===== config.mk =====
export PLATFORM = sky130hd
export DESIGN_NAME = mem_wb_stage
export DESIGN_NICKNAME = d
export VERILOG_FILES = /design/src/rtl/mem_wb_stage.sv
export SDC_FILE = /design/constraint.sdc
export NUM_CORES = 1
export LEC_CHECK = 0
export BUFFER_PORTS_ARGS = -buffer_cell sky130_fd_sc_hd__clkbuf_2
export CORE_ASPECT_RATIO = 0.9
export CORE_UTILIZATION = 50
export CTS_CLUSTER_SIZE = 16
export DETAILED_ROUTE_END_ITERATION = 10
export HOLD_SLACK_MARGIN = 0.06
export PLACE_DENSITY_LB_ADDON = 0.08
export SYNTH_ARGS = -nofsm -noshare
export SYNTH_HDL_FRONTEND = slang
export SYNTH_SLANG_ARGS = --single-unit
export TNS_END_PERCENT = 5

===== constraint.sdc =====
create_clock -name CLK -period 2.45 [get_ports CLK]
set_clock_uncertainty 0.05 [all_clocks]
set_input_delay 0.1225 -clock CLK [delete_from_list [all_inputs] [get_ports CLK]]
set_output_delay 0.1225 -clock CLK [all_outputs]
set_load 0.005 [all_outputs]

===== src/rtl/mem_wb_stage.sv =====
// Elastic MEM/WB stage: valid/ready handshake with optional 2-entry skid buffer,
// write-back data select, x0 write suppression and retired-write counter.
module mem_wb_stage #(
  parameter int DATA_W = 32,
  parameter int ADDR_W = 5,
  parameter int SKID   = 1,
  parameter int CNT_W  = 32
) (
  input  logic              CLK,
  input  logic              Reset,
  input  logic              flush,
  input  logic              in_valid,
  output logic              in_ready,
  input  logic              in_wen,
  input  logic              in_mem_to_reg,
  input  logic [DATA_W-1:0] in_mem_data,
  input  logic [DATA_W-1:0] in_alu_data,
  input  logic [ADDR_W-1:0] in_rd,
  output logic              out_valid,
  input  logic              out_ready,
  output logic              out_wen,
  output logic [ADDR_W-1:0] out_rd,
  output logic [DATA_W-1:0] out_wb_data,
  output logic [DATA_W-1:0] out_mem_data,
  output logic [DATA_W-1:0] out_alu_data,
  output logic [CNT_W-1:0]  retire_count,
  output logic [1:0]        occupancy
);

  localparam int ENT_W = 2 + 2 * DATA_W + ADDR_W;

  // Entry layout: {wen, mem_to_reg, mem_data, alu_data, rd}
  logic             r_m_valid;
  logic [ENT_W-1:0] r_m_ent;
  logic             r_s_valid;
  logic [ENT_W-1:0] r_s_ent;
  logic [1:0]       r_occ;
  logic [CNT_W-1:0] r_retire;

  logic             w_m_valid_next;
  logic [ENT_W-1:0] w_m_ent_next;
  logic             w_s_valid_next;
  logic [ENT_W-1:0] w_s_ent_next;
  logic [1:0]       w_occ_next;
  logic [CNT_W-1:0] w_retire_next;

  logic [ENT_W-1:0] w_in_ent;
  logic             w_accept;
  logic             w_pop;
  logic             w_m_wen;
  logic             w_m_m2r;
  logic [DATA_W-1:0] w_m_mem;
  logic [DATA_W-1:0] w_m_alu;
  logic [ADDR_W-1:0] w_m_rd;
  logic             w_out_wen;

  assign w_in_ent = {in_wen, in_mem_to_reg, in_mem_data, in_alu_data, in_rd};
  assign {w_m_wen, w_m_m2r, w_m_mem, w_m_alu, w_m_rd} = r_m_ent;

  generate
    if (SKID != 0) begin : g_skid
      // Ready depends only on skid occupancy, so it is a pure register output.
      assign in_ready = !r_s_valid;
    end else begin : g_single
      assign in_ready = !r_m_valid || out_ready;
    end
  endgenerate

  assign w_accept  = in_valid && in_ready;
  assign w_pop     = r_m_valid && out_ready;
  assign w_out_wen = r_m_valid && w_m_wen && (w_m_rd != '0);

  always_comb begin
    w_m_valid_next = r_m_valid;
    w_m_ent_next   = r_m_ent;
    w_s_valid_next = r_s_valid;
    w_s_ent_next   = r_s_ent;
    if (SKID != 0) begin
      case ({r_s_valid, r_m_valid})
        2'b00: begin
          if (w_accept) begin
            w_m_valid_next = 1'b1;
            w_m_ent_next   = w_in_ent;
          end
        end
        2'b01: begin
          if (w_accept && w_pop) begin
            w_m_ent_next = w_in_ent;
          end else if (w_accept) begin
            w_s_valid_next = 1'b1;
            w_s_ent_next   = w_in_ent;
          end else if (w_pop) begin
            w_m_valid_next = 1'b0;
          end
        end
        default: begin
          if (w_pop) begin
            w_m_ent_next   = r_s_ent;
            w_s_valid_next = 1'b0;
          end
        end
      endcase
    end else begin
      if (w_accept) begin
        w_m_valid_next = 1'b1;
        w_m_ent_next   = w_in_ent;
      end else if (w_pop) begin
        w_m_valid_next = 1'b0;
      end
    end
    // Flush kills valid bits only; payload is left as-is.
    if (flush) begin
      w_m_valid_next = 1'b0;
      w_s_valid_next = 1'b0;
    end
  end

  assign w_occ_next    = {1'b0, w_m_valid_next} + {1'b0, w_s_valid_next};
  assign w_retire_next = (w_pop && w_out_wen && !flush) ? r_retire + CNT_W'(1) : r_retire;

  always_ff @(posedge CLK) begin
    if (Reset) begin
      r_m_valid <= 1'b0;
      r_m_ent   <= '0;
      r_s_valid <= 1'b0;
      r_s_ent   <= '0;
      r_occ     <= 2'd0;
      r_retire  <= '0;
    end else begin
      r_m_valid <= w_m_valid_next;
      r_m_ent   <= w_m_ent_next;
      r_s_valid <= w_s_valid_next;
      r_s_ent   <= w_s_ent_next;
      r_occ     <= w_occ_next;
      r_retire  <= w_retire_next;
    end
  end

  assign out_valid    = r_m_valid;
  assign out_wen      = w_out_wen;
  assign out_rd       = w_m_rd;
  assign out_wb_data  = w_m_m2r ? w_m_mem : w_m_alu;
  assign out_mem_data = w_m_mem;
  assign out_alu_data = w_m_alu;
  assign retire_count = r_retire;
  assign occupancy    = r_occ;

endmodule


## Word-level counts from Yosys, hierarchy flattened

Index checks and enable logic that the tools add are counted.

| cells by class | value |
|---|---|
| bitwise operators | 1 |
| divide/modulo/power cells | 0 |
| multipliers | 0 |
| add/sub/neg operators | 2 |
| multiplexer cells | 16 |
| reduce and logical (&&, ||, !) cells | 14 |
| equality and inequality tests | 3 |
| $lt $le $gt $ge | 0 |
| shifts and indexed selects | 0 |

Operators by type and width:

| cell | count |
|---|---|
| 71-bit 2-to-1 mux | 3 |
| 71-bit one-hot mux with 2 select lines | 1 |
| 32-bit by 1-bit adder with 32-bit output (second input constant) | 1 |
| 32-bit 2-to-1 mux | 1 |
| 1-bit 2-to-1 mux | 9 |
| 1-bit logical AND | 7 |
| 3-bit AND reduction | 2 |
| 5-bit nonzero test | 1 |
| 2-bit inequality test (second input constant) | 2 |
| 1-bit one-hot mux with 2 select lines | 2 |
| 3-bit nonzero test | 1 |
| 1-bit by 1-bit adder with 2-bit output | 1 |
| 2-bit by 1-bit == test with 1-bit output (second input constant) | 1 |
| 1-bit zero test | 2 |
| 2-bit zero test | 1 |
| 1-bit inverter | 1 |

| word-level totals | value |
|---|---|
| register bits after elaboration | 178 |
| input port bits | 76 |
| output and inout port bits | 138 |
| memories | 0 |
| bits in read-only memories | 0 |
| latch bits | 0 |
| RAM bits | 0 |
| logic and storage cells | 42 |

## Depth between registers and ports, before layout

| depth | value |
|---|---|
| depth in word-level cells | 7 |
| mapped depth | 9 |
| mapped depth without buffers | 5 |

## Worst setup path after synthesis

OpenSTA, ideal clock, no wires.

| timing path | value |
|---|---|
| path type | register -> register |
| start | register r_m_valid, in the netlist out_valid |
| end | register r_retire[31], in the netlist retire_count[31] |
| data required time | 2.279 ns |
| clock period less this slack | 1.849 ns |
| setup slack | 0.601 ns |
| path buffers | 1 |
| cell stages (with the launch flop) | 7 |
| library setup time | 0.121 ns |
| data arrival time | 1.678 ns |
| cell sequence | dfxtp_1 -> buf_2 -> nand2_1 -> or4_4 -> nor4_2 -> nand2_1 -> mux2_4 |

| on the way | value |
|---|---|
| word-level cells in the longest chain between the ends | 4 |
| elaborated cells on any way between the ends | 5 |
| classes of those cells | reduce/logical: 5 |

RTL lines:

| item | RTL line | RTL |
|---|---|---|
| from (decl) | 33 | `logic r_m_valid;` |
| from (signal assigned) | 130 | `r_m_valid <= w_m_valid_next;` |
| 1-bit logical AND (2 in series) | 71 | `assign w_out_wen = r_m_valid && w_m_wen && (w_m_rd != '0);` |
| 1-bit logical AND (*) (2 in series) | 119 | `assign w_retire_next = (w_pop && w_out_wen && !flush) ? r_retire + CNT_W'(1) : r_retire;` |
| to (signal assigned) | 135 | `r_retire <= w_retire_next;` |
| to (decl) | 38 | `logic [CNT_W-1:0] r_retire;` |

Every way passes the cells marked *; elsewhere a longest branch is shown, timed or not.
A chain may end at the register's enable or synchronous reset.

## Final worst setup path

| timing path | value |
|---|---|
| start | register r_s_valid |
| end | register r_s_ent[62] |

| on the way | value |
|---|---|
| word-level cells in the longest chain between the ends | 5 |
| elaborated cells on any way between the ends | 6 |
| classes of those cells | eq/ne: 1; bitwise: 1; reduce/logical: 4 |

RTL lines:

| item | RTL line | RTL |
|---|---|---|
| from (decl) | 35 | `logic r_s_valid;` |
| from (signal assigned) | 132 | `r_s_valid <= w_s_valid_next;` |
| 1-bit zero test | 63 | `assign in_ready = !r_s_valid;` |
| 1-bit logical AND | 69 | `assign w_accept = in_valid && in_ready;` |
| 1-bit logical AND | 87 | `if (w_accept && w_pop) begin` |
| 1-bit inverter (no line) | - |  |
| 3-bit AND reduction (no line) (*) | - |  |
| to (signal assigned) | 133 | `r_s_ent <= w_s_ent_next;` |
| to (decl) | 36 | `logic [ENT_W-1:0] r_s_ent;` |

Marked as above.

==> summary.md <==
After the first detailed-routing iteration, the DRC count stood at 416. The top-area cell type share of the netlist area was 0.434; the post-detailed-route count of antenna-violating nets was 0. The critical path goes through inv_1 > nand2_1 > nor3b_2 > buf_12 > nand2_1 > a21oi_1 > dlygate4sd3_1. Dividing the synthesized area by the synthesized cell count gives 8.66 um2.

The number of unique standard cell types used by synthesis was 41. The sequential cells in the finished layout cover a total of 0.00357 mm2. The logs give 472 MHz for the fmax and 0 for the number of max-slew violations in the final report. The logs give 0.00382 mm2 for the footprint of the multi-input gates and 1,025 for the synthesized net count.

Counting every instance in the synthesized netlist gives 947. The post-route setup TNS is 0 ns, and the total of fill cells in the finished design is 1,377. The logs give 2.76 ns for the data required time of the worst path and 0.434 for the share of the yosys chip area belonging to registers. The run gives 76 as the pin count of the biggest net entering global routing.

The slowest cell on the critical path was dlygate4sd3_1. For this block, the via count after detailed routing is 6,953. At the end of routability-driven placement, the weighted congestion stood at 0.877. The peak fanout along the critical path is 71, and the post-detailed-placement cell area is 0.00894 mm2. For the final net count, the log shows 1,218. The first detailed-routing pass took 6 iterations. The area of the die came out at 0.0169 mm2. The post-route total power was 6.60 mW. Fraction of synthesis flops using an asynchronous set or reset pin: 0.

The top cell family by delay on the critical path is buffers and inverters. Setup repair after global routing left no endpoint under its margin. The synthesis-to-layout area growth is 26.6%, and the H-tree depth is 4. The worst setup path is launched from a flip-flop. Number of inserted diodes: 0. Clock tree synthesis selected as its root buffer the cell clkbuf_16. The placeable core area came out at 0.0161 mm2. The number of gates resized after CTS was 0.

STA puts the critical path data arrival time at 2.43 ns. The number of buffer and inverter instances along the worst setup path was 3. For the wire length of the first global-routing pass, the log shows 30,500 um. The count of synthesis-stage warnings from yosys came out at 0. For the pin with the worst max-slew slack, the measured transition is 0.560 ns.

The final critical-path required period is 2.12 ns. In this run the core area contains 44 standard-cell rows. The cell type with the largest total area after synthesis was dfxtp_1. The leftover overflow at the end of global routing is 0, and the worst max-slew margin expressed relative to the limit is 0.627.

After clock tree synthesis, the clock-pin slew on the worst setup and hold paths is 0.06 ns. The effective utilization at floorplan is 0.510, and the total power divided by cell area is 636 mW/mm2. The total clock buffers created by CTS is 17. The width of the die is 137 um, and the number of sinks on the clock net is 178. The period utilization was 0.865; the worst stage delay on the critical path was 0.57 ns. The detailed-route vias per instance came out at 5.12. The tools report the number of design rule violations left after detail routing as 0.

TritonCTS built the clock tree. The flow ran to the end, and the final reports show no timing, DRC or antenna violations. The tools report the number of endpoints failing setup at the final stage as 0. Summed over all cells, the static leakage comes to 4.10 nW. The most frequent cell on the critical path is nand2_1. The fraction of final layout cells sized beyond drive strength 1 came out at 0.265.

VDD sags by at most 0.000549 V. For the number of top-level design ports, the log shows 214. Class of the tightest hold or removal check: input port to flip-flop.

The die is 124 um tall. The number of antenna violations at the first check in global routing is 0. In the post-synthesis netlist, the biggest area contributors are dfxtp_1, mux2i_1, nand2_1. The clock latency at the later pin of the worst-skew pair came out at 0.42 ns.

The final routed wirelength across all metal layers is 19,200 um, and the number of buffers on the longest clock path is 2. The logs give 0.230 for the overall fraction of global-route tracks in use and 0.00820 mm2 for the post-synthesis cell area. During placement, the flow inserted port buffers numbering 213. The number of flops mapped to enable cells by yosys came out at 0.

The run gives 0.646 as the core occupancy in the finished layout. The HPWL after detailed placement is 12,200 um. Design area: 0.0104 mm2.

The max-cap check violation count is 0. Dividing the detail-routed wire length by the instance count gives 14.2 um. The number of register bits inferred by synthesis came out at 178. The worst setup path is of the flip-flop to flip-flop kind.

Via count of the first global-routing pass: 6,193. The prevailing post-synth register cell was dfxtp_1. The worst setup path is captured at a flip-flop. The run gives 0 as the final hold violation count.
-- layer usage --
metal | vias to the layer above | global-route usage | share of wire
li1 | 3581 | - | -
met5 | - | 0 | 0
met3 | 11 | 0.0595 | 0.049
met2 | 176 | 0.366 | 0.46
met4 | 0 | 0.0591 | 0.0087
met1 | 3185 | 0.309 | 0.48
-- cells in the final DEF, fill, tap and decap left out, types with 2 or more instances in the layout --
cell type        n
nor3_1           9
nand2b_1         2
clkbuf_2       212
dfxtp_1        176
buf_12           7
and4_1           4
ha_1             2
clkinv_2         2
mux2i_1         72
nor4_1          13
clkbuf_8         4
a21oi_1         78
a211oi_1        71
o21ai_0          8
clkbuf_1         2
nor2_1         101
and3_1           4
inv_1            6
nand4_1         10
dlygate4sd3_1   85
mux2_2          32
nand4_2          2
buf_4            8
nor2b_1          5
clkbuf_16       17
and2_1           2
bufinv_16        2
nand2_1        159
xor2_1           2
xnor2_1         21
or4_4            2
or3_1            3
clkinv_4         2
nand3_1          9
-- layout make-up --
class / count / area share
Clock buffer: 23 / 0.0470
Inverter: 6 / 0.00217
Tap cell: 207 / 0.0249
Timing Repair Buffer: 313 / 0.205
Sequential cell: 178 / 0.344
Clock inverter: 8 / 0.00976
Multi-Input combinational cell: 624 / 0.368
-- metrics by stage --
stage | setup slack, ns | hold WS, ns | std cells
after floorplan | 0.601 | 0.208 | 947
after global placement | 0.529 | 0.311 | 1243
after detailed placement | 0.482 | 0.314 | 1243
after CTS | 0.373 | 0.133 | 1359
after global routing | 0.202 | 0.163 | 1359
final | 0.331 | 0.144 | 1359
-- flip-flops by register name, indices dropped and copies added, names as in the netlist --
register / count
occupancy: 2
r_s_valid: 1
r_m_ent: 71
retire_count: 32
out_valid: 1
r_s_ent: 71
-- report_power, final --
group / switching, mW / internal [mW]
sequential: 0.104 / 3.01
combinational: 0.370 / 0.416
clock: 1.09 / 1.61
total: 1.56 / 5.03
-- cells by family after synthesis --
group	count (synthesis)	share of synthesized area
muxes	105	0.134
and+or+nand+nor	331	0.178
buffers and inverters	145	0.101
adders and majority gates	2	0.00305
xor gates and xnor gates	23	0.0246
DFF	178	0.434
AOI/OAI and AO/OA	163	0.125
-- Yosys cell counts (2+ instances only) --
cell and instances:
a21oi_1 78, xor2_1 2, nor4_1 13, ha_1 2, buf_1 10, nand2_1 159
and3_1 4, or4_4 2, and2_1 2, nor2_1 101, dfxtp_1 178, mux2_2 32
buf_4 70, buf_6 2, mux2i_1 72, or3_1 3, nand2b_1 2, nor3_1 9
clkbuf_1 49, nand4_2 2, xnor2_1 21, nand4_1 10, buf_2 8, nand3_1 9
o21ai_0 8, a211oi_1 71, inv_1 6, and4_1 4, nor3b_1 2, nor2b_1 5
-- path summary, 6_finish.rpt --
kind | start | endpoint | slack [ns] | cells past startpoint
min | in_valid | out_valid | 0.14 | 4
max reg2reg | r_s_valid | r_s_ent[62] | 0.33 | 7
max | r_s_valid | r_s_ent[62] | 0.33 | 7
min reg2reg | r_s_ent[7] | r_s_ent[7] | 0.40 | 2
-- worst register-to-register path, cell delays in order (launching register included) --
cell,delay (ns)
dfxtp_4,0.37
inv_1,0.12
nand2_1,0.10
nor3b_2,0.23
buf_12,0.34
nand2_1,0.15
a21oi_1,0.12
dlygate4sd3_1,0.57
-- repair_timing --
| action | CTS | global route |
|---|---|---|
| buffers inserted | 0 | 0 |
| endpoints found under the hold margin | 154 | 0 |
| hold buffers | 85 | 0 |
No activity file was read; power rests on OpenSTA's default activity.
